<file path="src/rtl/csr_access_unit.sv">
// Machine-mode Zicsr access sequencer: IDLE -> EVAL -> (WRITE) -> RESP, one instruction at a time.
// Optional local 64-bit mcycle counter at 0xB00/0xB80 is built only when CSR_MCYCLE_EN is defined.
module csr_access_unit #(
    parameter int XLEN = 32
) (
    input  logic            CLK,
    input  logic            RSTn,
    input  logic            req_valid,
    output logic            req_ready,
    input  logic [2:0]      req_funct3,
    input  logic [11:0]     req_addr,
    input  logic [4:0]      req_rs1,
    input  logic [XLEN-1:0] req_rs1_val,
    output logic            rsp_valid,
    input  logic            rsp_ready,
    output logic [XLEN-1:0] rsp_rdata,
    output logic            rsp_illegal,
    input  logic [1:0]      misa_MXL_i,
    input  logic [25:0]     misa_ext_i,
    input  logic [XLEN-1:0] mvendorid_i,
    input  logic [XLEN-1:0] marchid_i,
    input  logic [XLEN-1:0] mimpid_i,
    input  logic [XLEN-1:0] mhartid_i,
    input  logic [XLEN-1:0] mstatus_i,
    output logic            misa_EN,
    output logic [127:0]    misa_d,
    output logic            mstatus_EN,
    output logic [31:0]     mstatus_d
);

    typedef enum logic [1:0] {
        ST_IDLE  = 2'd0,
        ST_EVAL  = 2'd1,
        ST_WRITE = 2'd2,
        ST_RESP  = 2'd3
    } state_t;

    typedef enum logic [2:0] {
        TGT_NONE      = 3'd0,
        TGT_MISA      = 3'd1,
        TGT_MSTATUS   = 3'd2,
        TGT_MSCRATCH  = 3'd3,
        TGT_MCYCLE_LO = 3'd4,
        TGT_MCYCLE_HI = 3'd5
    } tgt_t;

    state_t          state_r, state_s;
    tgt_t            tgt_r, tgt_s;
    logic [2:0]      funct3_r;
    logic [11:0]     addr_r;
    logic [4:0]      rs1_r;
    logic [XLEN-1:0] rs1_val_r;
    logic [XLEN-1:0] rdata_r;
    logic            illegal_r;
    logic [XLEN-1:0] wdata_r;
    logic [XLEN-1:0] mscratch_r;
    logic [XLEN-1:0] src_s, old_s, new_s;
    logic            mapped_s, wint_s, illegal_s;
`ifdef CSR_MCYCLE_EN
    logic [63:0]     mcycle_r;
`endif

    // Status outputs decode directly from the state register so a reset drops them at once.
    assign req_ready   = (state_r == ST_IDLE);
    assign rsp_valid   = (state_r == ST_RESP);
    assign rsp_rdata   = rdata_r;
    assign rsp_illegal = illegal_r;
    assign misa_EN     = (state_r == ST_WRITE) && (tgt_r == TGT_MISA);
    assign mstatus_EN  = (state_r == ST_WRITE) && (tgt_r == TGT_MSTATUS);
    assign misa_d      = {wdata_r[31:30], 72'd0, 28'd0, wdata_r[25:0]};
    assign mstatus_d   = wdata_r[31:0];

    // Decode the captured instruction: source operand, old value, new value, legality.
    always_comb begin
        src_s    = funct3_r[2] ? {{(XLEN-5){1'b0}}, rs1_r} : rs1_val_r;
        wint_s   = (funct3_r[1:0] == 2'b01) || (rs1_r != 5'd0);
        old_s    = '0;
        mapped_s = 1'b1;
        tgt_s    = TGT_NONE;
        case (addr_r)
            12'h300: begin old_s = mstatus_i;  tgt_s = TGT_MSTATUS;  end
            12'h301: begin old_s = XLEN'({misa_MXL_i, 4'b0000, misa_ext_i}); tgt_s = TGT_MISA; end
            12'h340: begin old_s = mscratch_r; tgt_s = TGT_MSCRATCH; end
            12'hF11: old_s = mvendorid_i;
            12'hF12: old_s = marchid_i;
            12'hF13: old_s = mimpid_i;
            12'hF14: old_s = mhartid_i;
`ifdef CSR_MCYCLE_EN
            12'hB00: begin old_s = mcycle_r[31:0];  tgt_s = TGT_MCYCLE_LO; end
            12'hB80: begin old_s = mcycle_r[63:32]; tgt_s = TGT_MCYCLE_HI; end
`endif
            default: mapped_s = 1'b0;
        endcase
        case (funct3_r[1:0])
            2'b01:   new_s = src_s;
            2'b10:   new_s = old_s | src_s;
            2'b11:   new_s = old_s & ~src_s;
            default: new_s = src_s;
        endcase
        illegal_s = (funct3_r[1:0] == 2'b00) || !mapped_s ||
                    (wint_s && (addr_r[11:10] == 2'b11));
    end

    // Next-state logic.
    always_comb begin
        state_s = state_r;
        case (state_r)
            ST_IDLE: begin
                if (req_valid) state_s = ST_EVAL;
                else           state_s = ST_IDLE;
            end
            ST_EVAL: begin
                if (illegal_s || !wint_s) state_s = ST_RESP;
                else                      state_s = ST_WRITE;
            end
            ST_WRITE: state_s = ST_RESP;
            ST_RESP: begin
                if (rsp_ready) state_s = ST_IDLE;
                else           state_s = ST_RESP;
            end
            default: state_s = ST_IDLE;
        endcase
    end

    // State register.
    always_ff @(posedge CLK or negedge RSTn) begin
        if (!RSTn) state_r <= ST_IDLE;
        else       state_r <= state_s;
    end

    // Request capture, EVAL result latching and the local mscratch.
    always_ff @(posedge CLK or negedge RSTn) begin
        if (!RSTn) begin
            funct3_r   <= 3'd0;
            addr_r     <= 12'd0;
            rs1_r      <= 5'd0;
            rs1_val_r  <= '0;
            rdata_r    <= '0;
            illegal_r  <= 1'b0;
            wdata_r    <= '0;
            tgt_r      <= TGT_NONE;
            mscratch_r <= '0;
        end else begin
            if ((state_r == ST_IDLE) && req_valid) begin
                funct3_r  <= req_funct3;
                addr_r    <= req_addr;
                rs1_r     <= req_rs1;
                rs1_val_r <= req_rs1_val;
            end
            if (state_r == ST_EVAL) begin
                rdata_r   <= illegal_s ? '0 : old_s;
                illegal_r <= illegal_s;
                wdata_r   <= new_s;
                tgt_r     <= (illegal_s || !wint_s) ? TGT_NONE : tgt_s;
            end
            if ((state_r == ST_WRITE) && (tgt_r == TGT_MSCRATCH)) begin
                mscratch_r <= wdata_r;
            end
        end
    end

`ifdef CSR_MCYCLE_EN
    // Free-running cycle counter; a write to one half replaces the increment for that cycle.
    always_ff @(posedge CLK or negedge RSTn) begin
        if (!RSTn) begin
            mcycle_r <= 64'd0;
        end else if ((state_r == ST_WRITE) && (tgt_r == TGT_MCYCLE_LO)) begin
            mcycle_r <= {mcycle_r[63:32], wdata_r[31:0]};
        end else if ((state_r == ST_WRITE) && (tgt_r == TGT_MCYCLE_HI)) begin
            mcycle_r <= {wdata_r[31:0], mcycle_r[31:0]};
        end else begin
            mcycle_r <= mcycle_r + 64'd1;
        end
    end
`endif

endmodule

</file>
<file path="config.mk">
export PLATFORM = sky130hd
export DESIGN_NAME = csr_access_unit
export DESIGN_NICKNAME = d
export VERILOG_FILES = /design/src/rtl/csr_access_unit.sv
export SDC_FILE = /design/constraint.sdc
export NUM_CORES = 1
export LEC_CHECK = 0
export CORE_AREA = 3 3 170 172
export DETAILED_ROUTE_END_ITERATION = 7
export DIE_AREA = 0 0 173 175
export HOLD_SLACK_MARGIN = 0.12
export PLACE_DENSITY = 0.74
export SLEW_MARGIN = 10
export SYNTH_ARGS = -nofsm -noshare
export SYNTH_HDL_FRONTEND = slang
export SYNTH_SLANG_ARGS = --single-unit
</file>
<file path="constraint.sdc">
create_clock -name CLK -period 2.35 [get_ports CLK]
set_input_delay 0.47 -clock CLK [delete_from_list [all_inputs] [get_ports CLK]]
set_output_delay 0.47 -clock CLK [all_outputs]
set_load 0.005 [all_outputs]
</file>
==> Yosys cells after proc, flatten, opt, wreduce, memory -nomap -nowiden <==
Cells that the tools add are included.
{ "op_classes": {"shift": 0, "n_div": 0, "add_sub_neg": 0, "n_reduce_logical": 15, "magnitude_cmp": 0, "bitwise_logic": 3, "n_mux": 11, "eq_ne": 17, "mul": 0} }
{ "ops": {"columns": ["op", "count"], "rows": [
  ["32-bit one-hot mux with 7 select lines", 1],
  ["32-bit 2-to-1 mux", 2],
  ["32-bit one-hot mux with 2 select lines", 1],
  ["12-bit == test (second input constant)", 4],
  ["12-bit by 10-bit == test with 1-bit output (second input constant)", 3],
  ["32-bit bitwise AND", 1],
  ["32-bit NOT", 1],
  ["32-bit OR", 1],
  ["2-bit == test (second input constant)", 5],
  ["2-bit one-hot mux with 4 select lines", 1],
  ["7-bit OR reduction", 1],
  ["3-bit by 2-bit == test with 1-bit output (second input constant)", 2],
  ["2-bit one-hot mux with 3 select lines", 1],
  ["1-bit logical AND", 5],
  ["5-bit nonzero test", 1],
  ["2-bit by 1-bit == test with 1-bit output (second input constant)", 2],
  ["2-bit zero test", 2],
  ["1-bit logical OR", 4],
  ["3-bit by 1-bit == test with 1-bit output (second input constant)", 1],
  ["1-bit 2-to-1 mux", 3],
  ["3-bit 2-to-1 mux", 1],
  ["1-bit zero test", 2],
  ["2-bit 2-to-1 mux", 1]
]} }
{ "totals": {"register_bits": 154, "mem_count": 0, "out_inout_bits": 197, "rom_bits": 0, "inputBits": 244, "latchBits": 0, "mem_bits_rw": 0} }

==> Logic depth before layout (Yosys ltp) <==
{ "logic_depth": {"depth_word": 9, "ltp_mapped": 8, "ltp_nobuf": 5} }

==> Worst setup path before layout <==
OpenSTA, ideal clock, no wires.
{ "synth_path": {"path_kind": "reg-to-reg", "from": "register addr_r[1]", "to": "register rdata_r[25], in the netlist rsp_rdata[25]", "path_slack_ns": 0.309, "stages_incl_launch_ff": 8, "arrival_time_ns": 1.948, "period_less_slack_ns": 2.041, "required_ns": 2.257, "path_cell_list": "dfrtp_1 buf_2 or3b_1 a211o_1 a21oi_4 o221ai_4 buf_4 o31ai_2"} }
{ "synth_via": {"elab_chain_cells": 7} }
{ "synth_lines": {"columns": ["item", "line_no", "text"], "rows": [
  ["start: declaration", "50", "logic [11:0] addr_r;"],
  ["start signal: assignment", "146", "addr_r <= req_addr;"],
  ["12-bit == test / 12-bit by 10-bit == test with 1-bit output (equally long branches)", "80", "case (addr_r)"],
  ["7-bit OR reduction (no source line)", null, null],
  ["1-bit 2-to-1 mux", "80", null],
  ["1-bit zero test", "100", "illegal_s = (funct3_r[1:0] == 2'b00) || !mapped_s ||"],
  ["1-bit logical OR (2 in series)", "100", null],
  ["32-bit 2-to-1 mux (*)", "151", "rdata_r <= illegal_s ? '0 : old_s;"],
  ["end signal: assignment", "151", null],
  ["end: declaration", "53", "logic [XLEN-1:0] rdata_r;"]
]} }
Mark *: on every way between the ends. The rest lies on a longest branch, timed or not.
A chain may end at the register's enable or synchronous reset.

==> Worst setup path after layout <==
{ "layout_path": {"from": "register addr_r[1]", "to": "register rdata_r[13], in the netlist rsp_rdata[13]"} }
Same word-level chain as after synthesis.

==> results.json <==
{
  "power_switching_w": 0.00500,
  "finalCriticalPeriod_ns": 2.30,
  "relSlewSlack_pct": 51.5,
  "ys_seq_elements": 153,
  "fin_ws_ns": 0.0509,
  "h-tree-depth": 4,
  "cap_violations": 0,
  "power_density_nw_per_um2": 942,
  "p_int_w": 0.00806,
  "rows": 61,
  "cts_made_buffers": 17,
  "setup_viol": 0,
  "fillCellCount": 2514,
  "holdWs_ns": 0.484,
  "grt-ovfl-total": 0,
  "grt_setup_unrepaired": "true",
  "hold_path_depth": 2,
  "drc_errors": 0,
  "reg2reg_depth": 6,
  "avgRoutedWirePerCell_um": 20.9,
  "cts_tree": "built",
  "crit_path_end_kind": "flip-flop",
  "drt_pass1_iterations": 5,
  "crit_fanout": 13,
  "fin_worst_skew_ns": 0.00945,
  "start_util_pct": 35.5,
  "synth_area_um2": 9820,
  "period_share_pct": 97.8,
  "finalPower_w": 0.0131,
  "io_pins": 441,
  "syn_inst": 1004,
  "drt_wl_total_um": 35200,
  "combinationalPowerShare_pct": 46.6,
  "yosysUniqueCellTypes": 51,
  "syn_avg_cell_area_um2": 9.78,
  "fp.coreArea_um2": 27600,
  "p_clk_share_pct": 21.2,
  "worstSetupPathType": "flip-flop to flip-flop",
  "cp_cell_sequence": "or3b_1 -> a211o_1 -> a21oi_4 -> o221ai_4 -> buf_6 -> o31ai_2",
  "pre_cts_ws_ns": 0.0454,
  "seq_area_frac_synth_pct": 39.0,
  "hpwlAfterDp_um": 27200,
  "clk_pin_slew_worst_paths_ns": 0.07,
  "grt_pass1_wl_um": 52000,
  "fp.dieW_um": 173,
  "synth_flop_cell": "dfrtp_1",
  "drt_iter0_markers": 602,
  "cp_slowest_cell": "dfrtp_4",
  "cpPeakStageDelay_ns": 0.50,
  "cts.sinks": 153,
  "clk_latency_ns": 0.42,
  "hold_path.class": "flip-flop to flip-flop",
  "place.gp.congestion": 0.877,
  "grt_use_total_pct": 22.2,
  "clk_path_buf_depth": 2,
  "p_seq_share_pct": 32.2,
  "nets": 1534,
  "antenna_found_initial": 6,
  "swShare_pct": 38.3,
  "crit_path_start_kind": "flip-flop",
  "synth_edf_count": 0,
  "area_delta_synth_final_pct": 41.2,
  "ys_warn_count": 0,
  "hold_viol": 0,
  "worst_pin_slew_ns": 0.720,
  "chipHeight_um": 175,
  "vias": 8626,
  "die_area_um2": 30300,
  "leakagePower_nw": 5.58,
  "via_per_inst": 5.12,
  "cp.required_ns": 2.67,
  "synthArstFlopShare_pct": 100,
  "cts_root_buf": "clkbuf_16",
  "ir_drop_v": 0.000588,
  "layout-drive-gt1-share_pct": 15.7,
  "slew_violations": 0,
  "outcome": "finished, final reports clean",
  "io_buffers": 340,
  "grt_pass1_vias": 8341,
  "grt_max_degree": 68,
  "drtAntennaViolNets": 0,
  "critPathArrivalTime_ns": 2.62,
  "max_clock_freq_ghz": 0.435
}
-- power groups by stage --
stage | logic (W) | registers (W) | clock network, W
6_report | 0.00608 | 0.00421 | 0.00277
5_1_grt | 0.00658 | 0.00430 | 0.00292
4_1_cts | 0.00604 | 0.00418 | 0.00281
3_5_place_dp | 0.00601 | 0.00421 | 0
3_3_place_gp | 0.00589 | 0.00418 | 0
2_1_floorplan | 0.00393 | 0.00392 | 0
-- final timing paths --
check	slack (ns)	to	from
setup / recovery	0.05	rsp_rdata[13]	addr_r[1]
hold / removal	0.48	rsp_rdata[9]	rsp_rdata[9]
setup reg to reg	0.05	rsp_rdata[13]	addr_r[1]
hold reg to reg	0.48	rsp_rdata[9]	rsp_rdata[9]
max in group asynchronous	1.10	rsp_rdata[0]	RSTn
min in group asynchronous	0.60	rs1_val_r[0]	RSTn
-- cells in the final DEF (no fill, tap or decap), types with 7 or more instances in the layout --
cell type	netlist	routed
o2bb2ai_1	21	21
clkbuf_16	0	17
clkdlybuf4s50_1	0	339
a21oi_1	92	91
o21a_1	25	25
conb_1	1	100
o21ai_0	35	35
a22oi_1	7	7
dfrtp_1	153	149
mux2_2	91	91
o31ai_1	10	10
o31ai_2	23	23
nand2_1	50	50
buf_12	0	10
nand3_1	27	26
o221ai_1	25	25
o22ai_1	7	7
nand3b_1	51	51
nor2_1	62	60
buf_4	130	26
mux2i_1	62	62
-- kinds of logic (layout without fill, tap and decap cells) --
| logic type | count (synthesis) | in the layout | share of synthesized area (%) |
|---|---|---|---|
| DFF | 153 | 153 | 39.0 |
| buffers and inverters | 212 | 412 | 13.4 |
| xor gates and xnor gates | 1 | 1 | 0.0892 |
| and+or+nand+nor | 222 | 222 | 11.8 |
| other | 1 | 104 | 0.0382 |
| muxes | 153 | 153 | 16.8 |
| AOI/OAI and AO/OA | 262 | 262 | 18.9 |
-- Yosys cell counts (3+ instances only) --
| cell | instances | area (um^2) |
|---|---|---|
| a21oi_1 | 92 | 460 |
| a222oi_1 | 5 | 50.1 |
| a22oi_1 | 7 | 52.6 |
| and2_1 | 3 | 18.8 |
| and3_1 | 3 | 18.8 |
| buf_1 | 9 | 33.8 |
| buf_2 | 12 | 60.1 |
| buf_4 | 130 | 976 |
| clkbuf_1 | 58 | 218 |
| dfrtp_1 | 153 | 3830 |
| mux2_2 | 91 | 1020 |
| mux2i_1 | 62 | 621 |
| nand2_1 | 50 | 188 |
| nand3_1 | 27 | 135 |
| nand3b_1 | 51 | 383 |
| nor2_1 | 62 | 233 |
| nor2b_1 | 7 | 43.8 |
| nor3_1 | 3 | 15.0 |
| o21a_1 | 25 | 188 |
| o21ai_0 | 35 | 175 |
| o221ai_1 | 25 | 219 |
| o22ai_1 | 7 | 43.8 |
| o2bb2ai_1 | 21 | 184 |
| o31ai_1 | 10 | 75.1 |
| o31ai_2 | 23 | 288 |
-- repair_timing --
action                                  CTS  global route
endpoints found under the setup margin    2            31
hold endpoints to repair                 57             0
setup buffers                             0             1
pin swaps                                 0             0
resized for setup                         3             7
hold buffers                              1             0
-- critical path: cells and delay by family, from the launching register on --
kind	cells	cell delay [ns]
buffers and inverters	1	0.24
AOI/OAI and AO/OA	4	1.02
DFF	1	0.50
and+or+nand+nor	1	0.42
-- sequential cells by signal, summed over array words and instances, names as in the netlist --
signal and count:
addr_r 12, funct3_r 3, mscratch_r 32, mstatus_d 32, rs1_r 5, rs1_val_r 32, rsp_illegal 1, rsp_rdata 32
state_r 2, tgt_r 2
-- per-layer routing --
metal / wire [um] / GRT usage [%] / up-vias
li1: - / - / 3992
met1: 14800 / 29.4 / 4154
met2: 16400 / 34.5 / 424
met3: 3290 / 7.58 / 52
met4: 758 / 6.99 / 4
met5: 22 / 0 / -
-- layout make-up --
cell class                 count  area (um^2)  share of cell area [%]
multi-input combinational    738         5100                    36.8
inverter                       1         3.75                  0.0271
sequential                   153         3840                    27.7
tap                          378          473                    3.41
antenna                        4         10.0                  0.0722
timing repair buffer         379         3850                    27.8
clock inverter                15          165                    1.19
clock buffer                  17          425                    3.07
-- metrics by stage --
| stage | utilization [%] | area (um^2) | setup TNS [ns] | instances |
|---|---|---|---|---|
| 2_1_floorplan | - | 10200 | 0 | 1103 |
| 3_3_place_gp | 47.8 | 13200 | 0 | 1647 |
| 3_5_place_dp | 47.8 | 13200 | 0 | 1647 |
| 4_1_cts | 50.0 | 13800 | 0 | 1680 |
| 5_1_grt | 50.2 | 13900 | -0.0188 | 1685 |
| 6_report | 50.2 | 13900 | 0 | 1685 |
Power figures use the tool's default switching activity.
